$ cat src/rtl/aes_round_ctrl.sv
// Round sequencer for the iterative AES-128 datapath: LOAD, ARK, 9x(SB,SR,MC,ARK), SB,SR,ARK, FINISH.
// Define AES_CTRL_TIMEOUT_EN to add the stage watchdog and the err output.
module aes_round_ctrl #(
    parameter int unsigned NUM_ROUNDS = 10,
    parameter int unsigned RND_W      = 4
`ifdef AES_CTRL_TIMEOUT_EN
    ,
    parameter int unsigned TIMEOUT    = 64
`endif
) (
    input  logic             clk,
    input  logic             rst,
    input  logic             start,
    output logic             load,
    output logic             ark_en,
    output logic             sb_en,
    output logic             sr_en,
    output logic             mc_en,
    input  logic             ark_done,
    input  logic             sb_done,
    input  logic             sr_done,
    input  logic             mc_done,
    output logic [RND_W-1:0] round,
    output logic [1:0]       state_sel,
    output logic             busy,
    output logic             done
`ifdef AES_CTRL_TIMEOUT_EN
    ,
    output logic             err
`endif
);

    typedef enum logic [2:0] {
        S_IDLE,
        S_LOAD,
        S_ARK,
        S_SB,
        S_SR,
        S_MC,
        S_FINISH
    } state_t;

    localparam logic [RND_W-1:0] LP_LAST_RND = RND_W'(NUM_ROUNDS);

    state_t           r_state;
    state_t           w_next;
    logic             r_first;
    logic             w_stage;
    logic             w_stage_done;
    logic             w_accept;
    logic             w_timeout;

    logic             r_load;
    logic             r_ark_en;
    logic             r_sb_en;
    logic             r_sr_en;
    logic             r_mc_en;
    logic [RND_W-1:0] r_round;
    logic [1:0]       r_sel;
    logic             r_busy;
    logic             r_done;

`ifdef AES_CTRL_TIMEOUT_EN
    localparam int unsigned WD_W = $clog2(TIMEOUT + 1);
    localparam logic [WD_W-1:0] LP_WD_LAST = WD_W'(TIMEOUT - 1);

    logic [WD_W-1:0] r_wdog;
    logic            r_err;
`endif

    // r_first masks a done that is still high from the previous stage visit
    always_comb begin
        w_stage      = 1'b0;
        w_stage_done = 1'b0;
        case (r_state)
            S_ARK:   begin w_stage = 1'b1; w_stage_done = ark_done; end
            S_SB:    begin w_stage = 1'b1; w_stage_done = sb_done;  end
            S_SR:    begin w_stage = 1'b1; w_stage_done = sr_done;  end
            S_MC:    begin w_stage = 1'b1; w_stage_done = mc_done;  end
            default: ;
        endcase
        w_accept = w_stage && !r_first && w_stage_done;
    end

    always_comb begin
        w_next    = r_state;
        w_timeout = 1'b0;
        case (r_state)
            S_IDLE:   if (start) w_next = S_LOAD;
            S_LOAD:   w_next = S_ARK;
            S_ARK:    if (w_accept) w_next = (r_round == LP_LAST_RND) ? S_FINISH : S_SB;
            S_SB:     if (w_accept) w_next = S_SR;
            S_SR:     if (w_accept) w_next = (r_round < LP_LAST_RND) ? S_MC : S_ARK;
            S_MC:     if (w_accept) w_next = S_ARK;
            S_FINISH: w_next = S_IDLE;
            default:  w_next = S_IDLE;
        endcase
`ifdef AES_CTRL_TIMEOUT_EN
        // Watchdog wins over a done arriving in the same cycle
        if (w_stage && r_wdog == LP_WD_LAST) begin
            w_next    = S_IDLE;
            w_timeout = 1'b1;
        end
`endif
    end

    always_ff @(posedge clk) begin
        if (rst) begin
            r_state <= S_IDLE;
            r_first <= 1'b0;
        end else begin
            r_state <= w_next;
            r_first <= (w_next != r_state);
        end
    end

    // Outputs are registered from the next state so they line up with r_state
    always_ff @(posedge clk) begin
        if (rst) begin
            r_load   <= 1'b0;
            r_ark_en <= 1'b0;
            r_sb_en  <= 1'b0;
            r_sr_en  <= 1'b0;
            r_mc_en  <= 1'b0;
            r_round  <= '0;
            r_sel    <= '0;
            r_busy   <= 1'b0;
            r_done   <= 1'b0;
        end else begin
            r_load   <= (w_next == S_LOAD);
            r_ark_en <= (w_next == S_ARK);
            r_sb_en  <= (w_next == S_SB);
            r_sr_en  <= (w_next == S_SR);
            r_mc_en  <= (w_next == S_MC);
            r_busy   <= (w_next != S_IDLE);
            r_done   <= (w_next == S_FINISH);
            case (w_next)
                S_SB:    r_sel <= 2'd1;
                S_SR:    r_sel <= 2'd2;
                S_MC:    r_sel <= 2'd3;
                default: r_sel <= 2'd0;
            endcase
            if (w_next == S_LOAD) begin
                r_round <= '0;
            end else if (r_state == S_ARK && w_next == S_SB) begin
                r_round <= r_round + 1'b1;
            end
        end
    end

`ifdef AES_CTRL_TIMEOUT_EN
    always_ff @(posedge clk) begin
        if (rst) begin
            r_wdog <= '0;
            r_err  <= 1'b0;
        end else begin
            r_err <= w_timeout;
            if (w_next != r_state || !w_stage) begin
                r_wdog <= '0;
            end else begin
                r_wdog <= r_wdog + 1'b1;
            end
        end
    end

    assign err = r_err;
`endif

    assign load      = r_load;
    assign ark_en    = r_ark_en;
    assign sb_en     = r_sb_en;
    assign sr_en     = r_sr_en;
    assign mc_en     = r_mc_en;
    assign round     = r_round;
    assign state_sel = r_sel;
    assign busy      = r_busy;
    assign done      = r_done;

endmodule

$ cat config.mk
export PLATFORM = sky130hd
export DESIGN_NAME = aes_round_ctrl
export DESIGN_NICKNAME = d
export VERILOG_FILES = /design/src/rtl/aes_round_ctrl.sv
export SDC_FILE = /design/constraint.sdc
export NUM_CORES = 1
export LEC_CHECK = 0
export BUFFER_PORTS_ARGS = -buffer_cell sky130_fd_sc_hd__buf_2
export CELL_PAD_IN_SITES_DETAIL_PLACEMENT = 1
export CELL_PAD_IN_SITES_GLOBAL_PLACEMENT = 2
export CORE_UTILIZATION = 25
export CTS_BUF_LIST = sky130_fd_sc_hd__clkbuf_2 sky130_fd_sc_hd__clkbuf_4 sky130_fd_sc_hd__clkbuf_8
export DETAILED_ROUTE_END_ITERATION = 10
export GPL_TIMING_DRIVEN = 0
export PLACE_DENSITY = 0.63
export SLEW_MARGIN = 30
export SYNTH_ARGS = -nofsm -noshare
export SYNTH_HDL_FRONTEND = slang
export SYNTH_SLANG_ARGS = --single-unit
$ cat constraint.sdc
create_clock -name clk -period 2.9 [get_ports clk]
set_clock_uncertainty 0.05 [all_clocks]
set_input_delay 0.435 -clock clk [delete_from_list [all_inputs] [get_ports clk]]
set_output_delay 0.435 -clock clk [all_outputs]
set_load 0.01 [all_outputs]
==> results of run 1 <==
[state kept, by name, indices dropped and copies added (netlist names)]
name       flops
sr_en          1
round          4
mc_en          1
sb_en          1
load           1
r_state        3
ark_en         1
state_sel      2
r_first        1
done           1
busy           1
[area by class of cell]
cell class / count / area share
buffer: 5 / 0.0268
clock buffer: 3 / 0.0354
clock inverter: 1 / 0.00429
inverter: 3 / 0.00965
multi-input combinational: 79 / 0.499
sequential: 17 / 0.292
tap: 48 / 0.0514
timing repair buffer: 19 / 0.0815
[stage by stage]
stage,setup slack [ps],cells,instance area [µm²]
after CTS,606,175,1170
after global routing,439,175,1170
after global placement,618,171,1120
final,637,175,1170
after detailed placement,645,171,1120
after floorplan,912,104,966
[cells by family (layout without fill, tap and decap cells)]
logic type | Yosys count | in the layout | share of synthesized area
multiplexers | 3 | 3 | 0.0324
flip-flops | 17 | 17 | 0.352
XOR/XNOR | 1 | 1 | 0.00907
adder cells (fa/ha/maj) | 3 | 3 | 0.0389
buffers and inverters | 8 | 31 | 0.0440
AND/OR/NAND/NOR | 43 | 43 | 0.294
AO/OA/AOI/OAI | 29 | 29 | 0.229
[cells in the mapped netlist, types with 2 or more instances]
| library cell | number |
|---|---|
| a21oi_1 | 5 |
| a311oi_1 | 3 |
| dfxtp_1 | 17 |
| nor2_1 | 9 |
| nand2b_1 | 4 |
| inv_1 | 3 |
| nand3b_1 | 4 |
| o21a_1 | 2 |
| ha_1 | 3 |
| nand2_1 | 6 |
| nor3_1 | 3 |
| mux2i_1 | 2 |
| o31a_1 | 2 |
| and3b_1 | 2 |
| a31oi_1 | 2 |
| a21o_1 | 4 |
| and2_1 | 2 |
| nor4_1 | 3 |
| o22ai_1 | 4 |
[worst min-delay path by stage]
| stage | to | slack, ps | from |
|---|---|---|---|
| floorplan | r_state[1] | 460 | rst |
| global placement | round[3] | 470 | round[3] |
| detailed placement | round[3] | 490 | round[3] |
| CTS | load | 430 | rst |
| global route | load | 430 | rst |
| finish | load | 420 | rst |
[layer usage]
| metal | up-vias | wire length (µm) | global-route usage |
|---|---|---|---|
| li1 | 435 | - | - |
| met1 | 416 | 1270 | 0.183 |
| met2 | 15 | 1100 | 0.209 |
| met3 | 4 | 84 | 0.0179 |
| met4 | 0 | 31 | 0.0500 |
| met5 | - | 0 | 0 |
[placed cells by master (no fill, tap or decap), drive strengths merged]
cell type  instances
nand2              6
nand2b             4
o22ai              5
a21o               4
a311oi             3
clkbuf             4
nand4bb            1
inv                3
nand3b             4
clkinv             1
a311o              1
and3b              2
nor3               4
and2               2
a31oi              2
o21a               2
o31ai              1
mux2i              2
a211oi             1
xnor2              1
dfxtp             17
nor2b              1
nand3              1
nor4b              2
a21oi              6
mux2               1
nor2              10
nor3b              1
and3               1
a21boi             1
ha                 3
nor4               4
o41ai              1
buf               23
o31a               2
[report_power, final]
group	total (mW)	switching [mW]	internal, mW
Clock	0.176	0.0811	0.0952
Sequential	0.251	0.00629	0.244
Combinational	0.115	0.0661	0.0493
Total	0.543	0.154	0.389
==> report_table.html, run 1 <==
<table>
<tr><th>Metric</th><th>Value</th></tr>
<tr><th colspan="2">CTS</th></tr>
<tr><td>CTS buffer count</td><td>3</td></tr>
<tr><td>Number of levels the H-tree was split into</td><td>1</td></tr>
<tr><td>Buffer cell driving the clock tree root</td><td>clkbuf_8</td></tr>
<tr><td>CTS max path bufs</td><td>2</td></tr>
<tr><td>Quantity of gates resized following cts</td><td>0</td></tr>
<tr><td>Number of buffers inserted for hold repair after clock tree synthesis</td><td>0</td></tr>
<tr><td>TritonCTS clock tree</td><td>yes</td></tr>
<tr><td>Clock latency of the later-clocked register in the worst-skew pair</td><td>250 ps</td></tr>
<tr><td>Post-CTS Setup Inserts</td><td>0</td></tr>
<tr><td>Clock-pin slew reported for the worst setup and hold paths after clock tree synthesis</td><td>70 ps</td></tr>
<tr><td>Clock Sink Count</td><td>17</td></tr>
<tr><th colspan="2">STA</th></tr>
<tr><td>Setup repair after global routing missed its margin</td><td>no</td></tr>
<tr><td>Worst-Margin Slew</td><td>721 ps</td></tr>
<tr><td>Share of the cycle needed by the critical path after routing</td><td>0.780</td></tr>
<tr><td>Shortest clock period the worst path allows after layout</td><td>2260 ps</td></tr>
<tr><td>Count of endpoints failing setup in the final report</td><td>0</td></tr>
<tr><td>Final Max Tran Viols</td><td>0</td></tr>
<tr><td>Final hold viol count</td><td>0</td></tr>
<tr><td>Post-route worst hold slack</td><td>424 ps</td></tr>
<tr><td>Setup Total Neg Slack</td><td>0 ps</td></tr>
<tr><td>Maximum clock rate</td><td>442 MHz</td></tr>
<tr><td>Remaining max-slew budget at the tightest pin</td><td>0.516</td></tr>
<tr><th colspan="2">Route</th></tr>
<tr><td>Antenna-violating nets left</td><td>0</td></tr>
<tr><td>Overall via count from detail_route</td><td>870</td></tr>
<tr><td>Remaining design rule violation count</td><td>0</td></tr>
<tr><td>Avg WL per Cell</td><td>14.2 µm</td></tr>
<tr><td>DR vias/cell</td><td>4.97</td></tr>
<tr><td>TritonRoute pass-1 iters</td><td>2</td></tr>
<tr><td>Drt total wl</td><td>2490 µm</td></tr>
<tr><td>Drt first-iter violations</td><td>33</td></tr>
<tr><th colspan="2">Cells and area</th></tr>
<tr><td>Synth-to-Final Area Change</td><td>20.9%</td></tr>
<tr><td>Area taken by multi-input logic gates</td><td>583 µm²</td></tr>
<tr><td>Number of fill cells in the layout</td><td>456</td></tr>
<tr><td>Final net count</td><td>138</td></tr>
<tr><td>Storage element area</td><td>340 µm²</td></tr>
<tr><td>Fraction of final layout cells with drive strength greater than 1</td><td>0.276</td></tr>
<tr><td>Fraction of the core area covered by cells at the end of the flow</td><td>0.316</td></tr>
<tr><td>Number of diodes</td><td>0</td></tr>
<tr><th colspan="2">Critical path</th></tr>
<tr><td>Critical path buffers and inverters</td><td>0</td></tr>
<tr><td>Worst path arrival time</td><td>2370 ps</td></tr>
<tr><td>R2r setup slk</td><td>640 ps</td></tr>
<tr><td>Category of the worst setup path capture point</td><td>flip-flop</td></tr>
<tr><td>Cell breakdown of the critical path</td><td>ha_1 &gt; nand2b_1 &gt; a21o_1 &gt; a21oi_1 &gt; nor4b_4 &gt; a31oi_1 &gt; a311oi_1</td></tr>
<tr><td>Largest incremental delay on the critical path</td><td>440 ps</td></tr>
<tr><td>Startpoint type of the worst setup path</td><td>flip-flop</td></tr>
<tr><td>Worst path depth</td><td>7</td></tr>
<tr><td>Origin of the critical flop-to-flop path</td><td>r_state[2]</td></tr>
<tr><td>CP required</td><td>3010 ps</td></tr>
<tr><td>Top Family by Delay on Critical Path</td><td>compound AO/OA/AOI/OAI gates</td></tr>
<tr><td>Critical Path End</td><td>round[2]</td></tr>
<tr><td>Category of the critical setup timing path</td><td>flip-flop to flip-flop</td></tr>
<tr><td>Critical path fanouts, max</td><td>7</td></tr>
<tr><td>FF-to-FF End</td><td>round[2]</td></tr>
<tr><td>Crit. Startpoint</td><td>r_state[2]</td></tr>
<tr><td>Worst Reg2Reg Path Length in Cells</td><td>7</td></tr>
<tr><td>Slowest stage cell on the critical path</td><td>nor4b_4</td></tr>
<tr><th colspan="2">Floorplan</th></tr>
<tr><td>Die height</td><td>64.2 µm</td></tr>
<tr><td>Die footprint</td><td>4120 µm²</td></tr>
<tr><td>Initial standard-cell utilization of the core</td><td>0.262</td></tr>
<tr><td>Horiz. Die Dim</td><td>64.2 µm</td></tr>
<tr><td>Ports</td><td>20</td></tr>
<tr><td>Cell row count</td><td>22</td></tr>
<tr><td>Placeable core area</td><td>3690 µm²</td></tr>
<tr><th colspan="2">Synth</th></tr>
<tr><td>Primary FF master, synth</td><td>dfxtp_1</td></tr>
<tr><td>Fraction of registers with async set or reset after synthesis</td><td>0</td></tr>
<tr><td>Top cells by area, synth</td><td>dfxtp_1, ha_1, nor2_1</td></tr>
<tr><td>Syn Std Cell Area</td><td>966 µm²</td></tr>
<tr><td>Cell taking the most area after synthesis</td><td>dfxtp_1</td></tr>
<tr><td>Number of standard cells after synthesis</td><td>104</td></tr>
<tr><td>Nets in the synthesized netlist</td><td>114</td></tr>
<tr><td>Average instance area after synthesis</td><td>9.29 µm²</td></tr>
<tr><td>Number of distinct library cell variants in the gate-level netlist after synthesis</td><td>43</td></tr>
<tr><td>Synth warnings</td><td>0</td></tr>
<tr><td>Flip-flop and latch count after synthesis</td><td>17</td></tr>
<tr><td>Portion of the post-synthesis area used by sequential elements</td><td>0.352</td></tr>
<tr><td>Post-synth EDFFs</td><td>0</td></tr>
<tr><td>Fraction of synthesized cell area taken by the top area cell type</td><td>0.352</td></tr>
<tr><th colspan="2">GRT</th></tr>
<tr><td>Largest net degree at the start of global routing</td><td>11</td></tr>
<tr><td>Via count of the first global-routing pass</td><td>887</td></tr>
<tr><td>Total global-route track usage</td><td>0.133</td></tr>
<tr><td>Initial antenna violation count</td><td>0</td></tr>
<tr><td>Sum of overflow across all layers after global routing</td><td>0</td></tr>
<tr><td>Wire length of the first global-routing pass</td><td>4270 µm</td></tr>
<tr><th colspan="2">Pwr</th></tr>
<tr><td>Total power consumption of the routed design</td><td>543 µW</td></tr>
<tr><td>LEAKAGE</td><td>0.482 nW</td></tr>
<tr><td>Total power density per cell area</td><td>465 nW/µm²</td></tr>
<tr><td>Largest voltage drop on the vdd net</td><td>307 µV</td></tr>
<tr><th colspan="2">Worst hold path</th></tr>
<tr><td>Worst hold path depth</td><td>2</td></tr>
<tr><td>Type of the most critical hold path</td><td>input port to flip-flop</td></tr>
<tr><th colspan="2">Placed design</th></tr>
<tr><td>Routability cong.</td><td>0.746</td></tr>
<tr><td>Post-DP HPWL</td><td>1920 µm</td></tr>
<tr><td>Quantity of I/O buffers inserted on ports</td><td>19</td></tr>
<tr><th colspan="2">Run</th></tr>
<tr><td>Count of maximum capacitance violations</td><td>0</td></tr>
<tr><th colspan="2">Outcome</th></tr>
<tr><td>Outcome</td><td>finished clean</td></tr>
</table>
(Power assumes the default switching activity.)
==> run 2, diff against run 1 <==
PLACE_DENSITY = 0.65   (was 0.63)
clock period = 1.89 ns   (was 2.9 ns; I/O delays follow)
==> run 2 against run 1 <==
The flow now finishes with violations (negative setup slack); count of clock-buffer cells in the layout rose by 1; wire length is 18% higher; hold slack lost 110 ps; non-clock buffer count up 15; cell count rose by 8.6%; register-to-register slack worse by 800 ps; sequential cell count unchanged; combinational power grew to 2.5 times the previous value; setup slack lost 800 ps; largest power group unchanged; highest routed layer unchanged.
==> report_table.html, run 2 (synthesized netlist as in run 1, its figures left out) <==
<table>
<tr><th>Metric</th><th>Value</th></tr>
<tr><th colspan="2">GRT</th></tr>
<tr><td>Via count of the first global-routing pass</td><td>1002 (+13%)</td></tr>
<tr><td>Sum of overflow across all layers after global routing</td><td>0 (unchanged)</td></tr>
<tr><td>Wire length of the first global-routing pass</td><td>4970 µm (+16%)</td></tr>
<tr><td>Largest net degree at the start of global routing</td><td>11 (unchanged)</td></tr>
<tr><td>Total global-route track usage</td><td>0.159 (+0.0259)</td></tr>
<tr><td>Initial antenna violation count</td><td>0 (unchanged)</td></tr>
<tr><th colspan="2">Floorplan</th></tr>
<tr><td>Horiz. Die Dim</td><td>64.2 µm (unchanged)</td></tr>
<tr><td>Placeable core area</td><td>3690 µm² (unchanged)</td></tr>
<tr><td>Initial standard-cell utilization of the core</td><td>0.262 (unchanged)</td></tr>
<tr><td>Die height</td><td>64.2 µm (unchanged)</td></tr>
<tr><td>Cell row count</td><td>22 (unchanged)</td></tr>
<tr><td>Die footprint</td><td>4120 µm² (unchanged)</td></tr>
<tr><td>Ports</td><td>20 (unchanged)</td></tr>
<tr><th colspan="2">STA</th></tr>
<tr><td>Final hold viol count</td><td>0 (unchanged)</td></tr>
<tr><td>Final Max Tran Viols</td><td>0 (unchanged)</td></tr>
<tr><td>Shortest clock period the worst path allows after layout</td><td>2060 ps (-207 ps)</td></tr>
<tr><td>Share of the cycle needed by the critical path after routing</td><td>1.09 (+0.307)</td></tr>
<tr><td>Setup repair after global routing missed its margin</td><td>yes</td></tr>
<tr><td>Maximum clock rate</td><td>487 MHz (+10%)</td></tr>
<tr><td>Setup WS post-layout</td><td>-165 ps (-803 ps)</td></tr>
<tr><td>Count of endpoints failing setup in the final report</td><td>15 (+15)</td></tr>
<tr><td>Worst-Margin Slew</td><td>664 ps (-56.6 ps)</td></tr>
<tr><td>Setup Total Neg Slack</td><td>-1490 ps (-1490 ps)</td></tr>
<tr><td>Remaining max-slew budget at the tightest pin</td><td>0.557 (+0.0410)</td></tr>
<tr><th colspan="2">Cells and area</th></tr>
<tr><td>Most common library cell in the layout ignoring fill and taps</td><td>buf_2</td></tr>
<tr><td>Count of placed standard cells in the final layout, fillers left out</td><td>190 (+8.6%)</td></tr>
<tr><td>Number of fill cells in the layout</td><td>433 (-5.0%)</td></tr>
<tr><td>Number of flip-flops under the largest register name</td><td>4 (unchanged)</td></tr>
<tr><td>Fraction of final layout cells with drive strength greater than 1</td><td>0.486 (+0.210)</td></tr>
<tr><td>Final net count</td><td>153 (+11%)</td></tr>
<tr><td>Commonest cells after routing, fill and taps aside</td><td>buf_2, dfxtp_1, buf_4</td></tr>
<tr><td>Number of diodes</td><td>0 (unchanged)</td></tr>
<tr><td>Synth-to-Final Area Change</td><td>54.4%</td></tr>
<tr><th colspan="2">Pwr</th></tr>
<tr><td>Total power density per cell area</td><td>643 nW/µm² (+38%)</td></tr>
<tr><td>LEAKAGE</td><td>0.605 nW (+25%)</td></tr>
<tr><td>Largest voltage drop on the vdd net</td><td>285 µV (-7.2%)</td></tr>
<tr><th colspan="2">CTS</th></tr>
<tr><td>CTS max path bufs</td><td>2 (unchanged)</td></tr>
<tr><td>Clock latency of the later-clocked register in the worst-skew pair</td><td>250 ps (about the same)</td></tr>
<tr><td>TritonCTS clock tree</td><td>yes</td></tr>
<tr><td>Clock Sink Count</td><td>17 (unchanged)</td></tr>
<tr><td>CTS buffer count</td><td>3 (unchanged)</td></tr>
<tr><td>Buffer cell driving the clock tree root</td><td>clkbuf_8</td></tr>
<tr><td>Number of buffers inserted for hold repair after clock tree synthesis</td><td>0 (unchanged)</td></tr>
<tr><td>Clock-pin slew reported for the worst setup and hold paths after clock tree synthesis</td><td>60 ps (about the same)</td></tr>
<tr><td>Number of levels the H-tree was split into</td><td>1 (unchanged)</td></tr>
<tr><th colspan="2">Placed design</th></tr>
<tr><td>Dpl cells</td><td>171 (unchanged)</td></tr>
<tr><td>Pre-CTS worst setup slack</td><td>-409 ps (-1050 ps)</td></tr>
<tr><td>Post-DP HPWL</td><td>2010 µm (+5.0%)</td></tr>
<tr><td>Routability cong.</td><td>0.742 (-0.59%)</td></tr>
<tr><td>Quantity of I/O buffers inserted on ports</td><td>19 (unchanged)</td></tr>
<tr><th colspan="2">Route</th></tr>
<tr><td>TritonRoute pass-1 iters</td><td>4 (+2)</td></tr>
<tr><td>Avg WL per Cell</td><td>15.4 µm (+8.3%)</td></tr>
<tr><td>Drt first-iter violations</td><td>38 (+15%)</td></tr>
<tr><td>Overall via count from detail_route</td><td>952 (+9.4%)</td></tr>
<tr><td>Remaining design rule violation count</td><td>0 (unchanged)</td></tr>
<tr><td>Antenna-violating nets left</td><td>0 (unchanged)</td></tr>
<tr><td>DR vias/cell</td><td>5.01 (+0.79%)</td></tr>
<tr><td>Drt total wl</td><td>2930 µm (+18%)</td></tr>
<tr><th colspan="2">Outcome</th></tr>
<tr><td>Violated checks</td><td>negative setup slack</td></tr>
<tr><td>Outcome</td><td>complete, but fails checks</td></tr>
<tr><th colspan="2">Critical path</th></tr>
<tr><td>Worst path arrival time</td><td>2130 ps (-240 ps)</td></tr>
<tr><td>CP required</td><td>1970 ps (-1040 ps)</td></tr>
<tr><td>Category of the critical setup timing path</td><td>flip-flop to flip-flop</td></tr>
<tr><td>Category of the worst setup path capture point</td><td>flip-flop</td></tr>
<tr><td>Startpoint type of the worst setup path</td><td>flip-flop</td></tr>
<tr><td>Critical path fanouts, max</td><td>6 (-1)</td></tr>
<tr><th colspan="2">Worst hold path</th></tr>
<tr><td>Type of the most critical hold path</td><td>input port to flip-flop</td></tr>
<tr><th colspan="2">Run</th></tr>
<tr><td>Count of maximum capacitance violations</td><td>0 (unchanged)</td></tr>
</table>
## run 2: worst paths after layout
check	from	end	slack [ps]	cells after the start
worst max-delay path	r_state[1]	round[0]	-170	9
worst min register to register	round[3]	round[3]	500	1
worst min-delay path	rst	load	310	2
worst max register to register	r_state[1]	round[0]	-170	9
## run 2: per-stage QoR
| step | hold WS (ps) | instance area [µm²] | utilization | power (mW) |
|---|---|---|---|---|
| after detailed placement | 496 | 1160 | 0.315 | 0.585 |
| after CTS | 318 | 1400 | 0.380 | 0.950 |
| after global routing | 314 | 1490 | 0.404 | 1.01 |
| final | 314 | 1490 | 0.404 | 0.959 |
| after global placement | 458 | 1160 | 0.315 | 0.580 |
| after floorplan | 303 | 1010 | - | 0.529 |
## run 2: where the power goes
group	internal (mW)	leakage (nW)	switching [mW]
Clock	0.164	0.0262	0.120
Sequential	0.374	0.140	0.0131
Combinational	0.149	0.438	0.139
## run 2: final cells by class
class,count,area [µm²],share of cell area
multi-input cells,79,741,0.497
flip-flops and latches,17,349,0.234
repair buffers,34,240,0.161
well taps,48,60.1,0.0403
clock buffers,4,48.8,0.0327
plain buffers,5,41.3,0.0277
inverters,3,11.3,0.00755
## run 2: critical path: stages (launching register included)
cell and delay, ps:
dfxtp_4 360, ha_4 310, nand4bb_4 150, o31a_1 310, a211oi_2 250, nor4b_4 80
buf_4 170, buf_4 130, nand3_2 70, o31ai_2 60
## run 2: repair_timing
action / 4_1_cts / 5_1_grt
buffers inserted: 11 / 4
resized for setup: 14 / 12
endpoints found under the setup margin: 15 / 17
pin swaps: 16 / 6
## run 2: routing by layer
layer  vias to the layer above  share of wire  track usage
met5                         -              0            0
met4                         0          0.018       0.0667
met3                         5          0.037       0.0232
met2                        21           0.47        0.267
met1                       460           0.47        0.200
li1                        466              -            -
==> run 3, diff against run 2 <==
CTS_BUF_LIST = sky130_fd_sc_hd__clkbuf_4   (was sky130_fd_sc_hd__clkbuf_2 sky130_fd_sc_hd__clkbuf_4 sky130_fd_sc_hd__clkbuf_8)
PLACE_DENSITY = not set   (was 0.65)
PLACE_DENSITY_LB_ADDON = 0.1   (was not set)
==> run 3 against run 2 <==
The flow still finishes with violations (negative setup slack); first-iteration DRC count fell by 21%; power fell by 11%; sequential power barely moved; critical path depth did not move; cell area fell by 7.0%; via count fell by 3.2%; largest cell class unchanged.
==> report_table.html, run 3 (synthesized netlist as in run 1, its figures left out) <==
<table>
<tr><th>Metric</th><th>Value</th></tr>
<tr><th colspan="2">Outcome</th></tr>
<tr><td>Outcome</td><td>complete, but fails checks</td></tr>
<tr><td>Violated checks</td><td>negative setup slack</td></tr>
<tr><th colspan="2">Pwr</th></tr>
<tr><td>Total power density per cell area</td><td>614 nW/µm² (-4.5%)</td></tr>
<tr><td>Switching share of power</td><td>0.313 (+0.0293)</td></tr>
<tr><td>Largest voltage drop on the vdd net</td><td>344 µV (+21%)</td></tr>
<tr><td>LEAKAGE</td><td>0.552 nW (-8.7%)</td></tr>
<tr><td>Internal power contribution</td><td>585 µW (-15%)</td></tr>
<tr><td>Combinational power share</td><td>0.315 (+0.015)</td></tr>
<tr><td>Power share of the sequential group</td><td>0.454 (+0.050)</td></tr>
<tr><td>Clock network fraction of total power</td><td>0.231 (-0.065)</td></tr>
<tr><td>Switching pwr</td><td>267 µW (-2.0%)</td></tr>
<tr><th colspan="2">CTS</th></tr>
<tr><td>Clock-pin slew reported for the worst setup and hold paths after clock tree synthesis</td><td>110 ps (+50 ps)</td></tr>
<tr><td>Number of buffers inserted for hold repair after clock tree synthesis</td><td>0 (unchanged)</td></tr>
<tr><td>TritonCTS clock tree</td><td>yes</td></tr>
<tr><td>Clock Sink Count</td><td>17 (unchanged)</td></tr>
<tr><td>CTS buffer count</td><td>3 (unchanged)</td></tr>
<tr><td>Buffer cell driving the clock tree root</td><td>clkbuf_4</td></tr>
<tr><td>Clock latency of the later-clocked register in the worst-skew pair</td><td>290 ps (+40 ps)</td></tr>
<tr><td>Number of levels the H-tree was split into</td><td>1 (unchanged)</td></tr>
<tr><td>CTS max path bufs</td><td>2 (unchanged)</td></tr>
<tr><th colspan="2">Route</th></tr>
<tr><td>TritonRoute pass-1 iters</td><td>4 (unchanged)</td></tr>
<tr><td>Drt first-iter violations</td><td>30 (-21%)</td></tr>
<tr><td>Antenna-violating nets left</td><td>0 (unchanged)</td></tr>
<tr><td>Remaining design rule violation count</td><td>0 (unchanged)</td></tr>
<tr><td>DR vias/cell</td><td>5.01 (about the same)</td></tr>
<tr><td>Avg WL per Cell</td><td>15.5 µm (+0.51%)</td></tr>
<tr><td>Drt total wl</td><td>2850 µm (-2.7%)</td></tr>
<tr><td>Overall via count from detail_route</td><td>922 (-3.2%)</td></tr>
<tr><th colspan="2">Placed design</th></tr>
<tr><td>Quantity of I/O buffers inserted on ports</td><td>19 (unchanged)</td></tr>
<tr><td>Routability cong.</td><td>0.710 (-4.4%)</td></tr>
<tr><td>Post-DP HPWL</td><td>1960 µm (-2.5%)</td></tr>
<tr><td>Placed Instance Area</td><td>1160 µm² (unchanged)</td></tr>
<tr><th colspan="2">Critical path</th></tr>
<tr><td>Critical path buffers and inverters</td><td>2 (unchanged)</td></tr>
<tr><td>Critical path fanouts, max</td><td>7 (+1)</td></tr>
<tr><td>Crit. Startpoint</td><td>r_state[2]</td></tr>
<tr><td>Startpoint type of the worst setup path</td><td>flip-flop</td></tr>
<tr><td>CP required</td><td>2040 ps (+70 ps)</td></tr>
<tr><td>Most common cell on crit path</td><td>buf_4</td></tr>
<tr><td>Category of the worst setup path capture point</td><td>flip-flop</td></tr>
<tr><td>Cell breakdown of the critical path</td><td>ha_4 &gt; nand2b_4 &gt; buf_4 &gt; o22ai_4 &gt; a21oi_4 &gt; nor4b_4 &gt; buf_4 &gt; a31oi_1 &gt; a311oi_1</td></tr>
<tr><td>Worst path arrival time</td><td>2240 ps (+110 ps)</td></tr>
<tr><td>Origin of the critical flop-to-flop path</td><td>r_state[2]</td></tr>
<tr><td>R2r setup slk</td><td>-200 ps (-30 ps)</td></tr>
<tr><td>Worst path depth</td><td>9 (unchanged)</td></tr>
<tr><td>Largest incremental delay on the critical path</td><td>370 ps (about the same)</td></tr>
<tr><td>Slowest stage cell on the critical path</td><td>dfxtp_4</td></tr>
<tr><td>Top Family by Delay on Critical Path</td><td>compound AO/OA/AOI/OAI gates</td></tr>
<tr><td>Critical Path End</td><td>round[2]</td></tr>
<tr><td>FF-to-FF End</td><td>round[2]</td></tr>
<tr><td>Category of the critical setup timing path</td><td>flip-flop to flip-flop</td></tr>
<tr><td>Worst Reg2Reg Path Length in Cells</td><td>9 (unchanged)</td></tr>
<tr><th colspan="2">STA</th></tr>
<tr><td>Worst-Margin Slew</td><td>621 ps (-43.1 ps)</td></tr>
<tr><td>Remaining max-slew budget at the tightest pin</td><td>0.586 (+0.0287)</td></tr>
<tr><td>Shortest clock period the worst path allows after layout</td><td>2090 ps (+31.0 ps)</td></tr>
<tr><td>Maximum clock rate</td><td>479 MHz (-1.5%)</td></tr>
<tr><td>Setup WS post-layout</td><td>-196 ps (-31.0 ps)</td></tr>
<tr><td>Share of the cycle needed by the critical path after routing</td><td>1.10 (+0.0164)</td></tr>
<tr><td>Count of endpoints failing setup in the final report</td><td>13 (-2)</td></tr>
<tr><td>Final Max Tran Viols</td><td>0 (unchanged)</td></tr>
<tr><td>Setup repair after global routing missed its margin</td><td>yes</td></tr>
<tr><td>Final hold viol count</td><td>0 (unchanged)</td></tr>
<tr><td>Setup Total Neg Slack</td><td>-1260 ps (+232 ps)</td></tr>
<tr><th colspan="2">Worst hold path</th></tr>
<tr><td>Type of the most critical hold path</td><td>input port to flip-flop</td></tr>
<tr><th colspan="2">GRT</th></tr>
<tr><td>Initial antenna violation count</td><td>0 (unchanged)</td></tr>
<tr><td>Wire length of the first global-routing pass</td><td>4590 µm (-7.6%)</td></tr>
<tr><td>Via count of the first global-routing pass</td><td>954 (-4.8%)</td></tr>
<tr><td>Sum of overflow across all layers after global routing</td><td>0 (unchanged)</td></tr>
<tr><td>Total global-route track usage</td><td>0.146 (-0.0127)</td></tr>
<tr><td>Largest net degree at the start of global routing</td><td>11 (unchanged)</td></tr>
<tr><th colspan="2">Cells and area</th></tr>
<tr><td>Design Area, Final</td><td>1390 µm² (-7.0%)</td></tr>
<tr><td>Number of diodes</td><td>0 (unchanged)</td></tr>
<tr><td>Commonest cells after routing, fill and taps aside</td><td>buf_2, dfxtp_1, nor2_1, buf_4</td></tr>
<tr><td>Number of fill cells in the layout</td><td>438 (+1.2%)</td></tr>
<tr><td>Fraction of final layout cells with drive strength greater than 1</td><td>0.471 (-0.0153)</td></tr>
<tr><td>Number of flip-flops under the largest register name</td><td>4 (unchanged)</td></tr>
<tr><td>Final net count</td><td>147 (-3.9%)</td></tr>
<tr><td>Most common library cell in the layout ignoring fill and taps</td><td>buf_2</td></tr>
<tr><td>Synth-to-Final Area Change</td><td>43.7%</td></tr>
<tr><th colspan="2">Run</th></tr>
<tr><td>Count of maximum capacitance violations</td><td>0 (unchanged)</td></tr>
<tr><th colspan="2">Floorplan</th></tr>
<tr><td>Ports</td><td>20 (unchanged)</td></tr>
<tr><td>Initial standard-cell utilization of the core</td><td>0.262 (unchanged)</td></tr>
<tr><td>Cell row count</td><td>22 (unchanged)</td></tr>
<tr><td>Horiz. Die Dim</td><td>64.2 µm (unchanged)</td></tr>
<tr><td>Die footprint</td><td>4120 µm² (unchanged)</td></tr>
<tr><td>Placeable core area</td><td>3690 µm² (unchanged)</td></tr>
<tr><td>Die height</td><td>64.2 µm (unchanged)</td></tr>
</table>
[run 3: final cells by class]
cell class,instances,area [µm²],area share
timing repair buffer,28,170,0.123
tap,48,60.1,0.0433
clock buffer,3,22.5,0.0162
sequential,17,347,0.250
buffer,5,41.3,0.0298
clock inverter,1,5.00,0.00361
inverter,3,11.3,0.00812
multi-input combinational,79,731,0.527
[run 3: per-stage QoR]
stage	setup slack [ps]	instances	total power, mW	utilization	hold slack, ps
floorplan	2.84	104	0.529	-	303
global placement	-377	171	0.582	0.315	466
detailed placement	-361	171	0.584	0.315	478
CTS	-170	181	0.826	0.354	222
global route	-323	184	0.900	0.376	264
finish	-196	184	0.852	0.376	261
[run 3: per-layer routing]
metal  share of wire  wire length (µm)  global-route usage  up-vias
met5               0                 0                   0        -
met4          0.0028                 8              0.0417        0
met3           0.030                86              0.0232        2
met2            0.49              1400               0.253       17
met1            0.47              1350               0.185      449
li1                -                 -                   -      454
[run 3: power groups by stage]
| stage | clock network [mW] | logic, mW | registers (mW) |
|---|---|---|---|
| after floorplan | 0 | 0.132 | 0.397 |
| after global placement | 0 | 0.187 | 0.395 |
| after detailed placement | 0 | 0.189 | 0.395 |
| after CTS | 0.207 | 0.232 | 0.387 |
| after global routing | 0.221 | 0.290 | 0.389 |
| final | 0.197 | 0.269 | 0.387 |
[run 3: how the worst min path moves through the flow]
| stage | from | to | slack, ps | depth (start not counted) |
|---|---|---|---|---|
| 6_report | rst | state_sel[1] | 260 | 2 |
| 2_1_floorplan | rst | r_state[1] | 300 | 1 |
| 4_1_cts | rst | r_state[1] | 220 | 2 |
| 3_3_place_gp | round[3] | round[3] | 470 | 1 |
| 5_1_grt | rst | state_sel[1] | 260 | 2 |
| 3_5_place_dp | round[3] | round[3] | 480 | 1 |
[run 3: what timing repair did]
| action | CTS | global route |
|---|---|---|
| cloned | 0 | 0 |
| resized for setup | 11 | 13 |
| buffers inserted | 6 | 4 |
| setup endpoints to repair | 15 | 16 |
| pin swaps | 9 | 9 |
